==> src/rtl/operand_fetch_pkg.sv <==
// Shared definitions for the operand fetch stage: instruction field layout,
// ALU opcode values and the small decode helpers used at issue.
package operand_fetch_pkg;

  localparam int INSTR_W  = 16;

  localparam int OPC_HI   = 15;
  localparam int OPC_LO   = 12;
  localparam int FLAG_BIT = 11;
  localparam int RD_HI    = 10;
  localparam int RD_LO    = 8;
  localparam int RS1_HI   = 7;
  localparam int RS1_LO   = 5;
  localparam int RS2_HI   = 4;
  localparam int RS2_LO   = 2;

  localparam logic [3:0] OP_ADD = 4'b0000;
  localparam logic [3:0] OP_SUB = 4'b0001;
  localparam logic [3:0] OP_OR  = 4'b0010;
  localparam logic [3:0] OP_XOR = 4'b0011;
  localparam logic [3:0] OP_AND = 4'b0100;
  localparam logic [3:0] OP_NOT = 4'b0101;
  localparam logic [3:0] OP_EQ  = 4'b1001;
  localparam logic [3:0] OP_NE  = 4'b1010;
  localparam logic [3:0] OP_LT  = 4'b1011;
  localparam logic [3:0] OP_GE  = 4'b1100;

  // Decoded view of one instruction word.
  typedef struct packed {
    logic [3:0] opcode;
    logic       flag;
    logic [2:0] rd;
    logic [2:0] rs1;
    logic [2:0] rs2;
  } instr_fields_t;

  function automatic instr_fields_t decode(input logic [INSTR_W-1:0] instr);
    instr_fields_t f;
    f.opcode = instr[OPC_HI:OPC_LO];
    f.flag   = instr[FLAG_BIT];
    f.rd     = instr[RD_HI:RD_LO];
    f.rs1    = instr[RS1_HI:RS1_LO];
    f.rs2    = instr[RS2_HI:RS2_LO];
    return f;
  endfunction

  function automatic logic is_legal(input logic [3:0] op);
    case (op)
      OP_ADD, OP_SUB, OP_OR, OP_XOR, OP_AND, OP_NOT,
      OP_EQ, OP_NE, OP_LT, OP_GE: return 1'b1;
      default:                    return 1'b0;
    endcase
  endfunction

  // NOT is the only single-operand op; its rs2 field is don't-care.
  function automatic logic uses_rs2(input logic [3:0] op);
    return (op != OP_NOT);
  endfunction

endpackage

==> src/rtl/operand_fetch_if.sv <==
// Bus bundle between the instruction source, the operand fetch stage,
// the ALU and the writeback path. The stage itself uses the slave view.
interface operand_fetch_if
  import operand_fetch_pkg::*;
#(
  parameter int DATA_W = 16,
  parameter int REG_AW = 3
);
  logic               in_valid;
  logic               in_ready;
  logic [INSTR_W-1:0] in_instr;

  logic               ex_valid;
  logic               ex_ready;
  logic [3:0]         ex_opcode;
  logic               ex_flag;
  logic [DATA_W-1:0]  ex_rega;
  logic [DATA_W-1:0]  ex_regb;
  logic [REG_AW-1:0]  ex_rd;

  logic               wb_en;
  logic [REG_AW-1:0]  wb_addr;
  logic [DATA_W-1:0]  wb_data;

  logic               err_illegal;

  modport slave (
    input  in_valid, in_instr, ex_ready, wb_en, wb_addr, wb_data,
    output in_ready, ex_valid, ex_opcode, ex_flag, ex_rega, ex_regb, ex_rd,
           err_illegal
  );

  modport master (
    output in_valid, in_instr, ex_ready, wb_en, wb_addr, wb_data,
    input  in_ready, ex_valid, ex_opcode, ex_flag, ex_rega, ex_regb, ex_rd,
           err_illegal
  );
endinterface

==> src/rtl/operand_fetch_regfile_2r1w.sv <==
// Register file with two combinational read ports and one write port.
// r0 is hard-wired to zero; a read of the register being written this
// cycle returns the incoming write data.
module regfile_2r1w #(
  parameter int DATA_W = 16,
  parameter int REG_AW = 3
) (
  input  logic              clk,
  input  logic              rst_n,
  input  logic              we,
  input  logic [REG_AW-1:0] waddr,
  input  logic [DATA_W-1:0] wdata,
  input  logic [REG_AW-1:0] raddr_a,
  output logic [DATA_W-1:0] rdata_a,
  input  logic [REG_AW-1:0] raddr_b,
  output logic [DATA_W-1:0] rdata_b
);
  localparam int NREG = 1 << REG_AW;

  logic [DATA_W-1:0] mem [NREG];

  // Storage update; writes aimed at r0 are dropped.
  always_ff @(posedge clk or negedge rst_n) begin
    if (!rst_n) begin
      for (int i = 0; i < NREG; i++) mem[i] <= '0;
    end else if (we && (waddr != '0)) begin
      mem[waddr] <= wdata;
    end
  end

  // Read port A with write-through.
  always_comb begin
    rdata_a = mem[raddr_a];
    if (raddr_a == '0)                      rdata_a = '0;
    else if (we && (waddr == raddr_a))      rdata_a = wdata;
  end

  // Read port B with write-through.
  always_comb begin
    rdata_b = mem[raddr_b];
    if (raddr_b == '0)                      rdata_b = '0;
    else if (we && (waddr == raddr_b))      rdata_b = wdata;
  end

endmodule

==> src/rtl/operand_fetch.sv <==
// Issue stage in front of the 16-bit ALU: decodes instructions, reads
// operands, blocks on in-flight destinations and holds one registered
// output slot towards the ALU.
module operand_fetch
  import operand_fetch_pkg::*;
#(
  parameter int DATA_W = 16,
  parameter int REG_AW = 3
) (
  input  logic clk,
  input  logic rst_n,
  operand_fetch_if.slave bus
);
  localparam int NREG = 1 << REG_AW;

  instr_fields_t     f;
  logic [REG_AW-1:0] rd, rs1, rs2;
  logic              legal, use_rs2;
  logic [DATA_W-1:0] rdata_a, rdata_b, opb;

  logic [NREG-1:0]   pending_q, pending_d;
  logic              wb_clr;
  logic              rs1_busy, rs2_busy, rd_busy, stall;
  logic              slot_free, in_ready, issue, illegal_take;

  logic              ex_valid_q;
  logic [3:0]        ex_opcode_q;
  logic              ex_flag_q;
  logic [DATA_W-1:0] ex_rega_q, ex_regb_q;
  logic [REG_AW-1:0] ex_rd_q;
  logic              err_q;

  assign f       = decode(bus.in_instr);
  assign rd      = f.rd;
  assign rs1     = f.rs1;
  assign rs2     = f.rs2;
  assign legal   = is_legal(f.opcode);
  assign use_rs2 = uses_rs2(f.opcode);

  regfile_2r1w #(
    .DATA_W (DATA_W),
    .REG_AW (REG_AW)
  ) u_rf (
    .clk     (clk),
    .rst_n   (rst_n),
    .we      (bus.wb_en),
    .waddr   (bus.wb_addr),
    .wdata   (bus.wb_data),
    .raddr_a (rs1),
    .rdata_a (rdata_a),
    .raddr_b (rs2),
    .rdata_b (rdata_b)
  );

  assign opb = use_rs2 ? rdata_b : '0;

  // A writeback landing this cycle releases its register for hazard purposes.
  assign wb_clr   = bus.wb_en && (bus.wb_addr != '0);
  assign rs1_busy = pending_q[rs1] && !(wb_clr && (bus.wb_addr == rs1));
  assign rs2_busy = pending_q[rs2] && !(wb_clr && (bus.wb_addr == rs2));
  assign rd_busy  = pending_q[rd]  && !(wb_clr && (bus.wb_addr == rd));
  assign stall    = rs1_busy || (use_rs2 && rs2_busy) || ((rd != '0) && rd_busy);

  assign slot_free    = !ex_valid_q || bus.ex_ready;
  assign in_ready     = slot_free && !(bus.in_valid && legal && stall);
  assign issue        = bus.in_valid && in_ready && legal;
  assign illegal_take = bus.in_valid && slot_free && !legal;

  // Scoreboard update: clear on writeback first so a same-cycle issue to that register wins.
  always_comb begin
    pending_d = pending_q;
    if (wb_clr)             pending_d[bus.wb_addr] = 1'b0;
    if (issue && rd != '0)  pending_d[rd]          = 1'b1;
  end

  // Scoreboard register.
  always_ff @(posedge clk or negedge rst_n) begin
    if (!rst_n) pending_q <= '0;
    else        pending_q <= pending_d;
  end

  // Output slot: load on issue, empty on drain, otherwise hold.
  always_ff @(posedge clk or negedge rst_n) begin
    if (!rst_n) begin
      ex_valid_q  <= 1'b0;
      ex_opcode_q <= '0;
      ex_flag_q   <= 1'b0;
      ex_rega_q   <= '0;
      ex_regb_q   <= '0;
      ex_rd_q     <= '0;
    end else if (issue) begin
      ex_valid_q  <= 1'b1;
      ex_opcode_q <= f.opcode;
      ex_flag_q   <= f.flag;
      ex_rega_q   <= rdata_a;
      ex_regb_q   <= opb;
      ex_rd_q     <= rd;
    end else if (bus.ex_ready) begin
      ex_valid_q  <= 1'b0;
    end
  end

  // Illegal-opcode pulse, one cycle after the instruction is swallowed.
  always_ff @(posedge clk or negedge rst_n) begin
    if (!rst_n) err_q <= 1'b0;
    else        err_q <= illegal_take;
  end

  assign bus.in_ready    = in_ready;
  assign bus.ex_valid    = ex_valid_q;
  assign bus.ex_opcode   = ex_opcode_q;
  assign bus.ex_flag     = ex_flag_q;
  assign bus.ex_rega     = ex_rega_q;
  assign bus.ex_regb     = ex_regb_q;
  assign bus.ex_rd       = ex_rd_q;
  assign bus.err_illegal = err_q;

endmodule

==> src/flat_wrapper.sv <==
// flat-port wrapper written by rule: the top's interface ports become plain ports
module operand_fetch_flat import operand_fetch_pkg::*;
#(
  parameter int DATA_W = 16,
  parameter int REG_AW = 3
)
  (clk, rst_n, bus_in_valid, bus_in_instr, bus_ex_ready, bus_wb_en, bus_wb_addr, bus_wb_data, bus_in_ready, bus_ex_valid, bus_ex_opcode, bus_ex_flag, bus_ex_rega, bus_ex_regb, bus_ex_rd, bus_err_illegal);
  operand_fetch_if #(.DATA_W(DATA_W), .REG_AW(REG_AW)) bus_i ();
  input  logic clk;
  input  logic rst_n;
  input wire logic [$bits(bus_i.in_valid)-1:0] bus_in_valid;
  input wire logic [$bits(bus_i.in_instr)-1:0] bus_in_instr;
  input wire logic [$bits(bus_i.ex_ready)-1:0] bus_ex_ready;
  input wire logic [$bits(bus_i.wb_en)-1:0] bus_wb_en;
  input wire logic [$bits(bus_i.wb_addr)-1:0] bus_wb_addr;
  input wire logic [$bits(bus_i.wb_data)-1:0] bus_wb_data;
  output wire logic [$bits(bus_i.in_ready)-1:0] bus_in_ready;
  output wire logic [$bits(bus_i.ex_valid)-1:0] bus_ex_valid;
  output wire logic [$bits(bus_i.ex_opcode)-1:0] bus_ex_opcode;
  output wire logic [$bits(bus_i.ex_flag)-1:0] bus_ex_flag;
  output wire logic [$bits(bus_i.ex_rega)-1:0] bus_ex_rega;
  output wire logic [$bits(bus_i.ex_regb)-1:0] bus_ex_regb;
  output wire logic [$bits(bus_i.ex_rd)-1:0] bus_ex_rd;
  output wire logic [$bits(bus_i.err_illegal)-1:0] bus_err_illegal;
  assign bus_i.in_valid = bus_in_valid;
  assign bus_i.in_instr = bus_in_instr;
  assign bus_i.ex_ready = bus_ex_ready;
  assign bus_i.wb_en = bus_wb_en;
  assign bus_i.wb_addr = bus_wb_addr;
  assign bus_i.wb_data = bus_wb_data;
  assign bus_in_ready = bus_i.in_ready;
  assign bus_ex_valid = bus_i.ex_valid;
  assign bus_ex_opcode = bus_i.ex_opcode;
  assign bus_ex_flag = bus_i.ex_flag;
  assign bus_ex_rega = bus_i.ex_rega;
  assign bus_ex_regb = bus_i.ex_regb;
  assign bus_ex_rd = bus_i.ex_rd;
  assign bus_err_illegal = bus_i.err_illegal;
  operand_fetch #(.DATA_W(DATA_W), .REG_AW(REG_AW)) u_core (.clk(clk), .rst_n(rst_n), .bus(bus_i));
endmodule
==> config.mk <==
export PLATFORM = sky130hd
export DESIGN_NAME = operand_fetch_flat
export DESIGN_NICKNAME = d
export VERILOG_FILES = /design/src/rtl/operand_fetch_pkg.sv /design/src/rtl/operand_fetch_if.sv /design/src/rtl/operand_fetch_regfile_2r1w.sv /design/src/rtl/operand_fetch.sv /design/src/flat_wrapper.sv
export SDC_FILE = /design/constraint.sdc
export NUM_CORES = 1
export LEC_CHECK = 0
export ABC_AREA = 1
export CELL_PAD_IN_SITES_DETAIL_PLACEMENT = 2
export CELL_PAD_IN_SITES_GLOBAL_PLACEMENT = 2
export CORE_MARGIN = 2
export CORE_UTILIZATION = 30
export CTS_CLUSTER_DIAMETER = 120
export DETAILED_ROUTE_END_ITERATION = 10
export PLACE_DENSITY = 0.87
export SYNTH_ARGS = -nofsm -noshare
export SYNTH_HDL_FRONTEND = slang
export SYNTH_SLANG_ARGS = --single-unit
==> constraint.sdc <==
create_clock -name clk -period 1.5 [get_ports clk]
set_input_delay 0.3 -clock clk [delete_from_list [all_inputs] [get_ports clk]]
set_output_delay 0.3 -clock clk [all_outputs]
set_load 0.02 [all_outputs]
==> impl_results.md <==
- Outcome: finished with violations
- Failing checks: setup timing
- Clk slew on worst S/H paths: 0.10 ns
- CTS Buffer Depth: 2
- Worst r2r dst: u_core.bus.ex_rega[8]$_DFFE_PN0P_
- Distinct cells, synth: 25
- Die Wd: 181 µm
- Yosys top cell by area: dfrtp_1
- Post-synthesis async set-or-reset flop share: 1.00
- Top cell by count, worst path: buf_4
- Rel. slew slack: 0.283
- #FFs+latches synth: 178
- DP Area: 11100 µm²
- Detailed placement HPWL: 28300 µm
- Initial antenna violation count: 2
- Final non-filler cell area: 12700 µm²
- Synth top area share: 0.475
- Mapped Avg Cell Area: 7.31 µm²
- CTS tree: done
- DR pass1 iterations: 5
- Reg2reg start: u_core.pending_q[5]$_DFF_PN0_
- Min Clock Period, post-route: 2.43 ns
- CP Class: in -> reg
- CTS sink cnt: 178
- Top-count cell post-synth: nand2_1
- Comb pwr share: 0.354
- Row cnt: 64
- Final Hold Fails: 0
- All-Layer GR Usage: 0.346
- Routed WL: 64100 µm
- Final Setup Violations: 69
- RSZ-0062 raised after global routing: true
- Largest net degree at the start of global routing: 76
- Mapped Area: 9390 µm²
- Worst Setup Slack, final: -0.926 ns
- Nets: 1444
- Die Ht: 181 µm
- Htree depth: 4
- Max-cap violations: 0
- Int Power: 10.3 mW
- IO Port Bufs: 80
- Routability cong.: 0.825
- Max Clk Rate: 412 MHz
- Crit path max fanout: 27
- Clk pwr share: 0.261
- EDFF count, synth: 0
- CP Launch Type: input port
- Layout Skew: 0.0232 ns
- Inserted Clock Buffers: 17
- Synthesized Nets: 1324
- # IOs: 83
- Initial Util: 0.306
- Register share of total power: 0.386
- Floorplan Core Area: 30700 µm²
- Starting DRT DRC Count: 1455
- Root buf cell: clkbuf_16
- NetSw: 8.36 mW
- Pre-CTS setup slack: -1.22 ns
- DRC Markers: 0
- Sequential fraction of the synthesis area: 0.475
- Die ar.: 32700 µm²
- Endpoint class of the critical path: flip-flop
- Tcrit/Tclk final: 1.62
- Leakage Power: 5.94 nW
- Vias: 11900
- Crit path cell chain: dlygate4sd2_1 > inv_2 > buf_4 > buf_4 > nand3_1 > buf_4 > o21ai_0 > a31oi_2 > nand2_4 > o21ai_2
- Post-route ant nets: 0
- Synth-to-layout area growth: 35.0%
- Worst vdd ir: 0.718 mV
- Gr ovfl total: 0
- Hold crit path type: in -> async
- Most instantiated cells after synthesis: nand2_1, o21ai_0, dfrtp_1, nand3_1, inv_1
- Switching Fraction: 0.448
- Hold slack: 0.291 ns
- Drt via density: 6.56
- Worst-Margin Slew: 1.06 ns
- Number of global-route vias before repair: 12700
- WL/cell: 35.3 µm
- Critical Path AT: 2.85 ns
- Cells on worst reg2reg path: 13
- Fin. max-slew vios: 0
- Layout cell share with drive strength beyond 1: 0.238
- Global-route wire length before repair: 85300 µm
- Tot Pwr: 18.7 mW
- CP peak stage delay: 0.51 ns
- Critical path's slowest cell: a31oi_2
- Yosys Warn Count: 0
- Ys flop type: dfrtp_1
- Pwr Density: 1470 nW/µm²
- Worst-skew pair later-pin latency: 0.49 ns
- Top post-synthesis cells by area: dfrtp_1, nand2_1, o21ai_0
- Critical path data required time: 1.92 ns
- Mapped Cells: 1284
- R2R Setup Slk: -0.72 ns
## through the flow
step                      setup TNS (ns)  instances   util
after global routing              -35.47       1814  0.413
final                             -35.57       1815  0.413
after detailed placement          -99.88       1748  0.363
after global placement            -78.48       1748  0.363
after floorplan                    -6.21       1284      -
after CTS                         -27.17       1799  0.393
## cell usage in the layout (no fill, tap or decap), types with 11 or more instances in the layout
cell and count:
nand3_2 13, o21ai_2 36, buf_4 92, a21oi_1 96
clkdlybuf4s50_1 23, inv_1 96, dfrtp_1 176, inv_2 12
buf_12 19, buf_6 12, dlygate4sd2_1 11, clkbuf_2 30
a31oi_1 26, clkbuf_16 21, nand2_4 23, nand2_2 20
nor2_1 31, o21ai_0 179, nand3_1 119, nand2_1 293
o21ai_1 11, nor2_2 11
## critical path, delay by kind of cell
kind	cells	cell delay, ns
buf+inv	5	1.24
compound gates	3	1.01
simple gates	2	0.25
## layer usage
layer,global-route usage,wire length (µm)
met1,0.400,23000
met2,0.585,29800
met3,0.0766,6330
met4,0.207,5000
met5,0,26
## flip-flops by register name (all words and copies together), names as in the netlist
signal,cells
u_core.pending_q,8
u_core.bus.ex_regb,16
u_core.u_rf.mem,128
u_core.bus.err_illegal,1
u_core.bus.ex_rega,16
u_core.bus.ex_opcode,4
u_core.bus.ex_flag,1
u_core.bus.ex_rd,3
u_core.bus.ex_valid,1
## layout make-up
class                           count  area, µm²
Fill cell                        3308      18000
Multi-Input combinational cell    887       4690
Sequential cell                   178       4460
Timing Repair Buffer              210       2030
Tap cell                          396        495
Clock buffer                       17        425
Inverter                          110        415
Clock inverter                     15        149
Antenna cell                        2       5.00
## power by group through the flow
stage	clock [mW]	sequential [mW]	combinational, mW
finish	4.87	7.20	6.60
global route	4.96	7.20	6.85
CTS	4.67	6.86	5.34
detailed placement	0	6.85	5.05
global placement	0	6.70	4.69
floorplan	0	7.26	1.96
## how the worst max path moves through the flow
stage | start | to | slack (ns) | depth (start not counted)
6_report | bus_in_instr[6] | u_core.bus.ex_rega[14]$_DFFE_PN0P_ | -0.93 | 10
5_1_grt | bus_in_instr[6] | u_core.bus.ex_rega[14]$_DFFE_PN0P_ | -0.89 | 10
4_1_cts | u_core.pending_q[3]$_DFF_PN0_ | bus_in_ready | -0.65 | 10
3_5_place_dp | bus_in_instr[10] | bus_in_ready | -1.22 | 10
3_3_place_gp | bus_in_instr[9] | bus_in_ready | -1.12 | 10
2_1_floorplan | bus_in_instr[5] | u_core.bus.ex_flag$_DFFE_PN0P_ | -0.14 | 12
## repair_timing
item | CTS | global route
endpoints found under the setup margin | 176 | 117
hold endpoints to repair | 27 | 0
gates cloned | 5 | 5
gates resized for setup | 125 | 225
pin swaps | 9 | 13
hold buffers | 1 | 0
buffers inserted | 13 | 14
## cell families (layout without fill, tap and decap cells)
group,count (synthesis),count (layout),share of synthesized area
xor+xnor,3,3,0.00280
buf+inv,219,352,0.0933
simple gates,518,518,0.229
compound gates,366,366,0.201
other cells,0,2,0
flops,178,178,0.475
Power figures use the tool's default switching activity.
